<file path="config.mk">
export PLATFORM = sky130hd
export DESIGN_NAME = cache_memory_bridge
export DESIGN_NICKNAME = d
export VERILOG_FILES = /design/src/rtl/cache_memory_bridge_pkg.sv /design/src/rtl/cache_memory_bridge.sv
export SDC_FILE = /design/constraint.sdc
export NUM_CORES = 1
export LEC_CHECK = 0
export BUFFER_PORTS_ARGS = -buffer_cell sky130_fd_sc_hd__buf_2
export CAP_MARGIN = 20
export CORE_ASPECT_RATIO = 0.6
export CORE_MARGIN = 3
export CORE_UTILIZATION = 53
export DETAILED_ROUTE_END_ITERATION = 7
export PLACE_DENSITY_LB_ADDON = 0.25
export SLEW_MARGIN = 20
export SYNTH_ARGS = -nofsm -noshare
export SYNTH_HDL_FRONTEND = slang
export SYNTH_SLANG_ARGS = --single-unit
</file>
<file path="constraint.sdc">
create_clock -name clock_i -period 2.62 [get_ports clock_i]
set_clock_uncertainty 0.15 [all_clocks]
set_input_delay 0.393 -clock clock_i [delete_from_list [all_inputs] [get_ports clock_i]]
set_output_delay 0.393 -clock clock_i [all_outputs]
set_load 0.005 [all_outputs]
</file>
<file path="src/rtl/cache_memory_bridge_pkg.sv">
// Shared command encodings, FSM state type and a width helper for the
// cache/memory bridge.
package cache_memory_bridge_pkg;

  localparam logic [1:0] CACHE_ILLEGAL_COMMAND        = 2'b00;
  localparam logic [1:0] CACHE_REQUEST_READIN_BLOCK   = 2'b01;
  localparam logic [1:0] CACHE_REQUEST_WRITEOUT_BLOCK = 2'b10;
  localparam logic [1:0] CACHE_SERVICE_READIN_BLOCK   = 2'b11;

  typedef enum logic [2:0] {
    ST_IDLE    = 3'd0,
    ST_RD_REQ  = 3'd1,
    ST_RD_WAIT = 3'd2,
    ST_WR_REQ  = 3'd3,
    ST_RESPOND = 3'd4
  } bridge_state_e;

  function automatic int clog2(input int value);
    int result;
    result = 0;
    for (int v = value - 1; v > 0; v = v >>> 1) begin
      result = result + 1;
    end
    return result;
  endfunction

endpackage

</file>
<file path="src/rtl/cache_memory_bridge.sv">
// Drains the cache controller's command buffer one command at a time: block
// read-ins are fetched word by word and returned as a service response, dirty
// block write-outs are serialised to the word-wide memory port.
module cache_memory_bridge
  import cache_memory_bridge_pkg::*;
#(
  parameter int BW_ACCESS_ADDR    = 32,
  parameter int BW_DATA_WORD      = 32,
  parameter int N_WORDS_PER_BLOCK = 4,
  parameter int BW_CACHE_COMMAND  = 2
) (
  input  logic                                      clock_i,
  input  logic                                      reset_i,
  output logic                                      buffer_read_o,
  input  logic                                      buffer_empty_i,
  input  logic [BW_CACHE_COMMAND-1:0]               buffer_command_i,
  input  logic [BW_ACCESS_ADDR-1:0]                 buffer_address_i,
  input  logic [N_WORDS_PER_BLOCK*BW_DATA_WORD-1:0] buffer_data_i,
  output logic                                      buffer_write_o,
  input  logic                                      buffer_full_i,
  output logic [BW_CACHE_COMMAND-1:0]               buffer_command_o,
  output logic [BW_ACCESS_ADDR-1:0]                 buffer_address_o,
  output logic [N_WORDS_PER_BLOCK*BW_DATA_WORD-1:0] buffer_data_o,
  output logic                                      mem_request_o,
  output logic                                      mem_wren_o,
  output logic [BW_ACCESS_ADDR-1:0]                 mem_addr_o,
  output logic [BW_DATA_WORD-1:0]                   mem_data_o,
  input  logic                                      mem_ready_i,
  input  logic                                      mem_valid_i,
  input  logic [BW_DATA_WORD-1:0]                   mem_data_i,
  output logic                                      error_o
);

  localparam int BW_WORDS_PER_BLOCK = clog2(N_WORDS_PER_BLOCK);
  localparam int BW_DATA_BLOCK      = N_WORDS_PER_BLOCK * BW_DATA_WORD;
  localparam logic [BW_WORDS_PER_BLOCK-1:0] LAST_WORD = BW_WORDS_PER_BLOCK'(N_WORDS_PER_BLOCK - 1);

  bridge_state_e                 state_q, state_d;
  logic [BW_ACCESS_ADDR-1:0]     base_q, base_d;
  logic [BW_WORDS_PER_BLOCK-1:0] count_q, count_d;
  logic [BW_DATA_BLOCK-1:0]      block_q, block_d;
  logic                          error_q, error_d;
  logic [BW_CACHE_COMMAND-1:0]   resp_cmd_q, resp_cmd_d;
  logic [BW_ACCESS_ADDR-1:0]     resp_addr_q, resp_addr_d;
  logic [BW_DATA_BLOCK-1:0]      resp_data_q, resp_data_d;

  logic [BW_DATA_WORD-1:0]       block_words [N_WORDS_PER_BLOCK];
  logic [BW_DATA_BLOCK-1:0]      fill_block;
  logic [BW_ACCESS_ADDR-1:0]     head_base;
  logic [BW_ACCESS_ADDR-1:0]     word_addr;
  logic                          last_word;
  logic                          unused_offset_bits;

  // The offset bits of the incoming address never reach the memory side.
  assign head_base          = {buffer_address_i[BW_ACCESS_ADDR-1:BW_WORDS_PER_BLOCK],
                               {BW_WORDS_PER_BLOCK{1'b0}}};
  assign unused_offset_bits = ^buffer_address_i[BW_WORDS_PER_BLOCK-1:0];
  assign word_addr          = base_q | BW_ACCESS_ADDR'(count_q);
  assign last_word          = (count_q == LAST_WORD);

  for (genvar gi = 0; gi < N_WORDS_PER_BLOCK; gi++) begin : g_words
    assign block_words[gi] = block_q[gi*BW_DATA_WORD +: BW_DATA_WORD];
    assign fill_block[gi*BW_DATA_WORD +: BW_DATA_WORD] =
      (count_q == BW_WORDS_PER_BLOCK'(gi)) ? mem_data_i : block_q[gi*BW_DATA_WORD +: BW_DATA_WORD];
  end

  always_ff @(posedge clock_i) begin
    if (reset_i) begin
      state_q     <= ST_IDLE;
      base_q      <= '0;
      count_q     <= '0;
      block_q     <= '0;
      error_q     <= 1'b0;
      resp_cmd_q  <= '0;
      resp_addr_q <= '0;
      resp_data_q <= '0;
    end else begin
      state_q     <= state_d;
      base_q      <= base_d;
      count_q     <= count_d;
      block_q     <= block_d;
      error_q     <= error_d;
      resp_cmd_q  <= resp_cmd_d;
      resp_addr_q <= resp_addr_d;
      resp_data_q <= resp_data_d;
    end
  end

  always_comb begin
    state_d        = state_q;
    base_d         = base_q;
    count_d        = count_q;
    block_d        = block_q;
    error_d        = error_q;
    resp_cmd_d     = resp_cmd_q;
    resp_addr_d    = resp_addr_q;
    resp_data_d    = resp_data_q;
    buffer_read_o  = 1'b0;
    buffer_write_o = 1'b0;
    mem_request_o  = 1'b0;
    mem_wren_o     = 1'b0;
    mem_addr_o     = '0;
    mem_data_o     = '0;
    // Handshakes are suppressed while in reset so no command is popped and lost.
    if (!reset_i) begin
      unique case (state_q)
        ST_IDLE: begin
          if (!buffer_empty_i) begin
            buffer_read_o = 1'b1;
            base_d        = head_base;
            block_d       = buffer_data_i;
            count_d       = '0;
            if (buffer_command_i == BW_CACHE_COMMAND'(CACHE_REQUEST_READIN_BLOCK)) begin
              state_d = ST_RD_REQ;
            end else if (buffer_command_i == BW_CACHE_COMMAND'(CACHE_REQUEST_WRITEOUT_BLOCK)) begin
              state_d = ST_WR_REQ;
            end else begin
              error_d = 1'b1;
            end
          end
        end
        ST_RD_REQ: begin
          mem_request_o = 1'b1;
          mem_addr_o    = word_addr;
          if (mem_ready_i) begin
            state_d = ST_RD_WAIT;
          end
        end
        ST_RD_WAIT: begin
          if (mem_valid_i) begin
            block_d = fill_block;
            if (last_word) begin
              state_d = ST_RESPOND;
            end else begin
              count_d = count_q + 1'b1;
              state_d = ST_RD_REQ;
            end
          end
        end
        ST_WR_REQ: begin
          mem_request_o = 1'b1;
          mem_wren_o    = 1'b1;
          mem_addr_o    = word_addr;
          mem_data_o    = block_words[count_q];
          if (mem_ready_i) begin
            if (last_word) begin
              state_d = ST_IDLE;
            end else begin
              count_d = count_q + 1'b1;
            end
          end
        end
        ST_RESPOND: begin
          if (!buffer_full_i) begin
            buffer_write_o = 1'b1;
            resp_cmd_d     = BW_CACHE_COMMAND'(CACHE_SERVICE_READIN_BLOCK);
            resp_addr_d    = base_q;
            resp_data_d    = block_q;
            state_d        = ST_IDLE;
          end
        end
        default: state_d = ST_IDLE;
      endcase
    end
  end

  // Response fields show the live block while responding and hold it afterwards.
  assign buffer_command_o = (state_q == ST_RESPOND && !reset_i)
                            ? BW_CACHE_COMMAND'(CACHE_SERVICE_READIN_BLOCK) : resp_cmd_q;
  assign buffer_address_o = (state_q == ST_RESPOND && !reset_i) ? base_q  : resp_addr_q;
  assign buffer_data_o    = (state_q == ST_RESPOND && !reset_i) ? block_q : resp_data_q;
  assign error_o          = error_q;

endmodule

</file>
==> results of run 1 <==
[final cells by class]
cell class	count	area, sq um	area share, %
Tap cell	367	459	2.19
Antenna cell	3	7.51	0.0359
Inverter	9	37.5	0.179
Clock inverter	7	66.3	0.317
Sequential cell	323	6470	30.9
Multi-Input combinational cell	1617	8580	41.0
Timing Repair Buffer	580	4370	20.9
Clock buffer	47	946	4.52
[power by group]
part	leakage, nW	switching (mW)	internal (mW)
combinational	6.58	2.94	1.86
sequential	2.64	0.927	5.70
clock	0.507	1.99	2.57
total	9.73	5.86	10.1
[metal layers]
metal	vias up	share of wire (%)	track usage [%]	routed length (microns)
met1	8124	38	48.8	23500
met5	-	0	0	0
met3	229	11	7.03	6960
li1	7933	-	-	-
met2	1209	46	56.3	28300
met4	0	4.3	14.5	2650
[cell usage after synthesis, drive strengths merged (2+ instances only)]
cell      n  area [sq um]
or2       5          31.3
and3     65           407
mux2i     2          20.0
buf      90           653
nor2b     2          12.5
dfxtp   323          6470
clkbuf   93           349
ha        6          75.1
nand3     6          30.0
nor2    138           523
inv       9          33.8
and2     32           200
mux4     32           721
a211oi  130           976
nand2   856          3210
a21oi   321          1650
nor3      3          15.0
[state kept, by name, summed over array words and instances (netlist names)]
signal	cells
block_q	128
resp_data_q	128
base_q	30
resp_addr_q	30
state_q	3
count_q	2
error_o	1
resp_cmd_q	1
[metrics by stage]
step	power (mW)	hold slack, ps	cells	util [%]	area (sq um)
5_1_grt	16.6	3.31	2953	74.3	20900
3_5_place_dp	11.0	297	2782	62.8	17700
3_3_place_gp	10.8	291	2782	62.8	17700
4_1_cts	15.7	0.196	2940	71.8	20200
2_1_floorplan	9.40	287	2127	-	15500
6_report	16.0	10.9	2953	74.3	20900
[kinds of logic (layout without fill, tap and decap cells)]
family | Yosys count | after routing | synth area share, %
AO/OA/AOI/OAI | 458 | 458 | 17.4
flip-flops | 323 | 323 | 41.7
buffers and inverters | 192 | 643 | 6.68
other | 1 | 5 | 0.0242
adder cells (fa/ha/maj) | 6 | 6 | 0.484
multiplexers | 35 | 35 | 4.85
AND/OR/NAND/NOR | 1111 | 1116 | 28.8
[final timing paths]
path / start / end / slack (ps) / cells after the start
setup / recovery: state_q[0] / buffer_address_o[11] / -230 / 8
hold / removal: buffer_data_i[61] / block_q[61] / 10 / 3
setup reg to reg: state_q[0] / block_q[109] / 60 / 7
hold reg to reg: resp_data_q[67] / resp_data_q[67] / 310 / 2
[worst register-to-register path, stage by stage (launching register included)]
cell and delay (ps):
dfxtp_2 360, buf_12 220, clkinvlp_4 170, buf_4 190, nand3_4 80, buf_4 650, a21oi_1 370, a211oi_1 270
[layout by cell type (no fill, tap or decap), types with 3 or more instances in the layout]
| master | synthesis | final |
|---|---|---|
| a211oi_1 | 130 | 130 |
| and2_1 | 32 | 32 |
| a21oi_4 | 4 | 4 |
| ha_1 | 6 | 6 |
| nand2_2 | 0 | 96 |
| clkbuf_1 | 93 | 5 |
| dlygate4sd3_1 | 0 | 64 |
| clkinv_2 | 0 | 5 |
| mux4_2 | 32 | 32 |
| buf_4 | 16 | 32 |
| buf_12 | 0 | 24 |
| a21oi_1 | 317 | 317 |
| dfxtp_2 | 0 | 3 |
| clkbuf_16 | 0 | 39 |
| inv_1 | 9 | 8 |
| nor2_1 | 136 | 134 |
| and3_1 | 65 | 65 |
| buf_16 | 0 | 10 |
| nand2_4 | 0 | 32 |
| buf_8 | 0 | 7 |
| diode_2 | 0 | 3 |
| clkbuf_8 | 0 | 11 |
| or2_4 | 0 | 7 |
| nand3_1 | 6 | 5 |
| nand2_1 | 856 | 728 |
| dfxtp_1 | 323 | 319 |
| buf_6 | 26 | 36 |
| buf_2 | 48 | 398 |
[repair_timing]
| action | CTS | global route |
|---|---|---|
| hold buffers | 64 | 0 |
| cloned | 16 | 10 |
| resized for setup | 76 | 171 |
| setup buffers | 24 | 6 |
| pin swaps | 22 | 97 |
| endpoints found under the hold margin | 64 | 0 |
| endpoints found under the setup margin | 196 | 209 |
==> flow_metrics.tcl, run 1 <==
set metrics [dict create \
    outcome "complete, but fails checks" \
    violations "setup timing" \
    synth_edf_count 0 \
    setup_viol 193 \
    critPathKind "register to primary output" \
    max_stage_delay_ps 430 \
    fin_crit_sh_pct 109 \
    routed-via-count 17500 \
    ir_drop_mv 0.657 \
    area_growth_pct 35.1 \
    fin_nets 2767 \
    drc 0 \
    p_per_area_nw_per_um2 764 \
    cts_max_level 1 \
    leakage_nw 9.73 \
    die_h_microns 138 \
    ys_warn_count 0 \
    antenna_found_initial 3 \
    nFillCells 2084 \
    viasPerCell 5.92 \
    worstHoldPathType "input port to register" \
    start_util_pct 55.0 \
    start_kind "register" \
    cts_tree "done" \
    die_x_microns 227 \
    syn_inst 2126 \
    worstSkewPairLatency_ps 580 \
    hpwl_microns 35900 \
    ant_nets 0 \
    fmax_mhz 350 \
    synthArstFlopShare_pct 0 \
    cp_slowest_cell "or3b_4" \
    io_pins 431 \
    dr.pass1.iters 7 \
    port_buffers 426 \
    fin_ws_ps -235 \
    rows 47 \
    cts_buffers 30 \
    drv_slew 0 \
    place.gp.congestion 0.891 \
    grt_pass1_wl_microns 90400 \
    post-route-min-period_ps 2850 \
    core_area_sq_um 28200 \
    rsz0062_at_grt "true" \
    cp_max_fo 7 \
    gr-total-overflow 0 \
    clock_sinks 323 \
    drv_cap 0 \
    wl_microns 61300 \
    relSlewSlack_pct 39.6 \
    grt_max_degree 154 \
    critPathTopFamily "simple AND/OR/NAND/NOR gates" \
    clkTransAtPathRegs_ps 70 \
    cp_data_required_time_ps 2080 \
    cts_root_buffer "clkbuf_16" \
    tns_ps -23500 \
    drt_iter0_markers 2251 \
    ys_seq_area_share_pct 41.7 \
    tightest_slew_ps 906 \
    synth.distinct_cells 35 \
    end_kind "primary output" \
    dp_slack_ps 145 \
    drive_gt1_share_pct 29.2 \
    final-hold-violation-count 0 \
    arrival_ps 2310 \
    ys_ff_latch 323 \
    crit_chain "or3b_4, nor2_4, buf_6, clkbuf_16, clkbuf_16, nand2_2, nand2_1, buf_2" \
    grt_pass1_vias 16200 \
    syn_area_sq_um 15500 \
    grt_use_total_pct 35.9 \
    dieArea_sq_um 31400 \
    wire_per_inst_microns 20.8 \
    clock_path_buffers 3 \
    cp.buffers_inverters 4 \
    synth_ff_type "dfxtp_1" \
    synth_area_per_cell_sq_um 7.29 \
    cpMostUsedCell "clkbuf_16" \
]
Note: power is estimated with default switching activity, not from simulation.
==> run 2, diff against run 1 <==
CORE_ASPECT_RATIO = 1.75   (was 0.6)
==> flow_metrics.tcl, run 2 (synthesis results as in run 1) <==
set metrics [dict create \
    outcome "complete, but fails checks" \
    violations "setup timing" \
    fin_nets 2738 \
    fmax_mhz 357 \
    r2r_setup_slack_ps 440 \
    start_util_pct 54.0 \
    min_path_cells 3 \
    wire_per_inst_microns 19.7 \
    area_growth_pct 31.6 \
    grt_pass1_wl_microns 86400 \
    grt_max_degree 183 \
    rsz0062_at_grt "true" \
    drv_slew 0 \
    worstSkewPairLatency_ps 570 \
    ant_nets 0 \
    dieArea_sq_um 31400 \
    place.gp.congestion 0.889 \
    fin_ws_ps -184 \
    total_power_mw 15.5 \
    hpwl_microns 34900 \
    final-hold-violation-count 0 \
    grt_pass1_vias 15900 \
    tightest_slew_ps 917 \
    arrival_ps 2260 \
    clock_path_buffers 3 \
    instances_no_fill 2937 \
    antenna_found_initial 8 \
    cts_buffers 30 \
    hold_ws_ps 7.93 \
    viasPerCell 5.74 \
    port_buffers 426 \
    cts_max_level 1 \
    multi_input_comb_area_sq_um 8430 \
    numPlacedInstances 2790 \
    end_kind "primary output" \
    critPathKind "register to primary output" \
    cp_max_fo 10 \
    cp_data_required_time_ps 2080 \
    ir_drop_mv 0.527 \
    fin_area_sq_um 20400 \
    wl_microns 57900 \
    regArea_sq_um 6480 \
    tns_ps -21210 \
    cts_tree "done" \
    die_x_microns 135 \
    final_cell_mix "780 x nand2_1, 401 x buf_2, 319 x dfxtp_1, 317 x a21oi_1, 134 x nor2_1" \
    clkTransAtPathRegs_ps 70 \
    drive_gt1_share_pct 26.5 \
    drc 0 \
    reg2reg_depth 7 \
    fin_util_pct 71.0 \
    p_per_area_nw_per_um2 758 \
    rows 82 \
    clock_sinks 323 \
    routed-via-count 16800 \
    gr-total-overflow 0 \
    post-route-min-period_ps 2800 \
    start_kind "register" \
    drt_iter0_markers 1595 \
    reg_top3 "block_q x128, resp_data_q x128" \
    io_pins 431 \
    cts_root_buffer "clkbuf_16" \
    leakage_nw 9.20 \
    setup_viol 162 \
    dr.pass1.iters 8 \
    fin_crit_sh_pct 107 \
    die_h_microns 232 \
    dp_slack_ps 316 \
    core_area_sq_um 28700 \
    worstHoldPathType "input port to register" \
    relSlewSlack_pct 38.8 \
    nFillCells 2318 \
    grt_use_total_pct 34.5 \
    final_common_cell "nand2_1" \
    placed_cell_area_sq_um 17700 \
    drv_cap 0 \
]
-- run 2: report_power, final --
part	internal (mW)	switching, mW	leakage, nW
combinational	1.77	2.76	6.08
clock	2.48	1.92	0.476
sequential	5.70	0.832	2.64
total	9.96	5.51	9.20
-- run 2: layout make-up --
cell class              instances  area share, %
inverters                       9          0.166
multi-input cells            1612           41.3
flip-flops and latches        323           31.8
diodes                          7         0.0859
repair buffers                556           19.6
well taps                     378           2.32
clock buffers                  48           4.51
clock inverters                 4          0.239
-- run 2: critical path, stage by stage (launching register included) --
cell,delay (ps)
dfxtp_4,350
or3b_4,400
or2_4,310
buf_4,180
buf_16,160
nand2_1,80
nand2_2,80
buf_2,130
-- run 2: worst paths after layout --
check / from / to
setup / recovery: state_q[0] / buffer_data_o[4]
hold reg to reg: resp_addr_q[23] / resp_addr_q[23]
setup reg to reg: state_q[0] / block_q[69]
hold / removal: buffer_data_i[12] / block_q[12]
-- run 2: per-layer routing --
layer / track usage, % / wire length (microns) / vias to the layer above / part of all wire (%)
met4: 20.6 / 3650 / 2 / 6.3
met5: 0 / 12 / - / 0.021
met1: 40.4 / 20700 / 7804 / 36
met3: 6.42 / 5370 / 200 / 9.3
li1: - / - / 7866 / -
met2: 58.3 / 28200 / 974 / 49
-- run 2: timing repair --
action	CTS	global route
pin swaps	35	25
hold buffers	57	0
setup endpoints to repair	182	172
resized for setup	89	81
hold endpoints to repair	57	0
gates cloned	12	5
setup buffers	14	2
==> run 3, diff against run 2 <==
ABC_AREA = 1   (was not set)
==> flow_metrics.tcl, run 3 <==
set metrics [dict create \
    grt_max_degree 177 \
    wl_microns 55000 \
    synth_area_leaders "dfxtp_1 40%, nand2_1 17%, o21ai_0 13%" \
    synth.distinct_cells 22 \
    die_h_microns 237 \
    routed-via-count 17600 \
    ir_drop_mv 0.640 \
    rsz0062_at_grt "true" \
    io_pins 431 \
    synth_area_per_cell_sq_um 6.26 \
    drv_cap 0 \
    die_x_microns 138 \
    hpwl_microns 36400 \
    drt_iter0_markers 1585 \
    final_common_cell "nand2_1" \
    max_stage_delay_ps 360 \
    fin_crit_sh_pct 99.0 \
    synth_edf_count 0 \
    synthArstFlopShare_pct 0 \
    place.gp.congestion 0.947 \
    antenna_found_initial 1 \
    core_area_sq_um 30100 \
    reg_top3 "block_q x128, resp_data_q x128" \
    viasPerCell 5.22 \
    grt_pass1_vias 16000 \
    grt_pass1_wl_microns 83600 \
    end_kind "primary output" \
    fin_nets 3156 \
    cts_root_buffer "clkbuf_16" \
    dr.pass1.iters 6 \
    final-hold-violation-count 0 \
    start_kind "register" \
    critPathTopFamily "buffers and inverters" \
    wire_per_inst_microns 16.4 \
    cp.buffers_inverters 3 \
    critPathKind "register to primary output" \
    yosysTopAreaCell "dfxtp_1" \
    rows 84 \
    area_growth_pct 24.7 \
    outcome "finished, final reports clean" \
    instances_no_fill 3362 \
    placed_cell_area_sq_um 18400 \
    cp_max_fo 32 \
    relSlewSlack_pct 34.4 \
    cts_buffers 31 \
    ys_ff_latch 323 \
    ant_nets 0 \
    worstHoldPathType "input port to register" \
    ys_seq_area_share_pct 39.9 \
    drive_gt1_share_pct 19.3 \
    synth_common_cells "717 x nand2_1, 413 x o21ai_0, 333 x inv_1, 323 x dfxtp_1, 304 x nor2_1" \
    arrival_ps 2050 \
    fmax_mhz 385 \
    cts_tree "done" \
    cp_data_required_time_ps 2080 \
    nFillCells 2715 \
    clock_path_buffers 3 \
    syn_area_sq_um 16200 \
    crit_chain "nor2_4, nand3_4, buf_12, buf_4, o21ai_1, buf_2" \
    post-route-min-period_ps 2590 \
    numPlacedInstances 3258 \
    syn_inst 2592 \
    tightest_slew_ps 980 \
    clkTransAtPathRegs_ps 60 \
    synth_ff_type "dfxtp_1" \
    leakage_nw 9.86 \
    gr-total-overflow 0 \
    port_buffers 426 \
    yosys.area.top_type_share_pct 39.9 \
    clock_sinks 323 \
    drc 0 \
    start_util_pct 53.9 \
    dieArea_sq_um 32800 \
    fin_area_sq_um 20200 \
    p_per_area_nw_per_um2 874 \
    synth_most_common_cell "nand2_1" \
    drv_slew 0 \
    setup_viol 0 \
    ys_warn_count 0 \
    final_cell_mix "717 x nand2_1, 426 x buf_2, 331 x inv_1, 326 x o21ai_0, 318 x dfxtp_1" \
    grt_use_total_pct 31.0 \
    worstSkewPairLatency_ps 560 \
    cts_max_level 1 \
    cp_slowest_cell "dfxtp_4" \
]
run 3: changes by cell type in the layout (fill, tap and decap cells not counted), moves of 35 or more:
| cell | delta |
|---|---|
| a211oi_1 | -130 |
| a21oi_1 | -46 |
| and3_1 | -62 |
| inv_1 | +322 |
| nand2_1 | -63 |
| nand2_2 | -40 |
| nand2_4 | -35 |
| nor2_1 | +168 |
| o21ai_0 | +326 |
| o21ai_1 | +77 |
run 3: final timing paths:
path	endpoint	from	cells after the start	slack, ps
hold reg to reg	resp_addr_q[29]	resp_addr_q[29]	2	290
setup reg to reg	block_q[51]	state_q[1]	7	380
setup / recovery	buffer_data_o[87]	state_q[1]	6	30
hold / removal	block_q[82]	buffer_data_i[82]	5	10
run 3: power by group:
group / total (mW) / switching, mW / internal [mW] / leakage (nW)
registers: 6.60 / 0.614 / 5.99 / 2.64
logic: 6.52 / 4.44 / 2.08 / 6.72
clock network: 4.54 / 1.95 / 2.59 / 0.509
run 3: logic make-up after synthesis:
logic type / after synthesis / synth area share (%)
flip-flops: 323 / 39.9
AO/OA/AOI/OAI: 709 / 22.3
buffers and inverters: 519 / 13.2
adder cells (fa/ha/maj): 6 / 0.463
AND/OR/NAND/NOR: 1034 / 24.2
other: 1 / 0.0231
run 3: stage by stage:
| stage | power (mW) | setup WS [ps] | hold slack (ps) | util, % | setup TNS, ps |
|---|---|---|---|---|---|
| 2_1_floorplan | 11.0 | 627 | 274 | - | 0 |
| 3_3_place_gp | 12.4 | 300 | 281 | 61.3 | 0 |
| 3_5_place_dp | 12.6 | 272 | 285 | 61.3 | 0 |
| 4_1_cts | 17.4 | -39.4 | 0.195 | 66.5 | -43.7 |
| 5_1_grt | 18.9 | -25.5 | 24.9 | 67.3 | -154 |
| 6_report | 17.7 | 25.2 | 11.8 | 67.3 | 0 |
run 3: layout make-up:
type                       instances  area, sq um  area share, %
inverter                         335         1260           6.26
multi-input combinational       1751         7750           38.3
clock buffer                      44          905           4.47
timing repair buffer             508         3210           15.9
tap                              387          484           2.40
sequential                       323         6480           32.1
antenna                            1         2.50         0.0124
clock inverter                    13          124          0.613
run 3: metal layers:
| layer | global-route usage (%) | routed length (microns) | up-vias |
|---|---|---|---|
| li1 | - | - | 8761 |
| met5 | 0 | 0 | - |
| met2 | 51.1 | 25500 | 753 |
| met4 | 16.3 | 3130 | 0 |
| met1 | 40.3 | 22200 | 7906 |
| met3 | 3.40 | 4190 | 145 |
run 3: worst min-delay path, stage by stage:
cell and delay [ps]:
buf_2 80, nand2_1 40, nand2_1 50, nor2_1 40, nor2_1 80
run 3: what timing repair did:
action | CTS | global route
gates resized for setup | 74 | 66
setup buffers | 4 | 3
pin swaps | 6 | 5
endpoints found under the setup margin | 121 | 136
cloned | 3 | 3
hold buffers | 33 | 0
endpoints found under the hold margin | 33 | 0
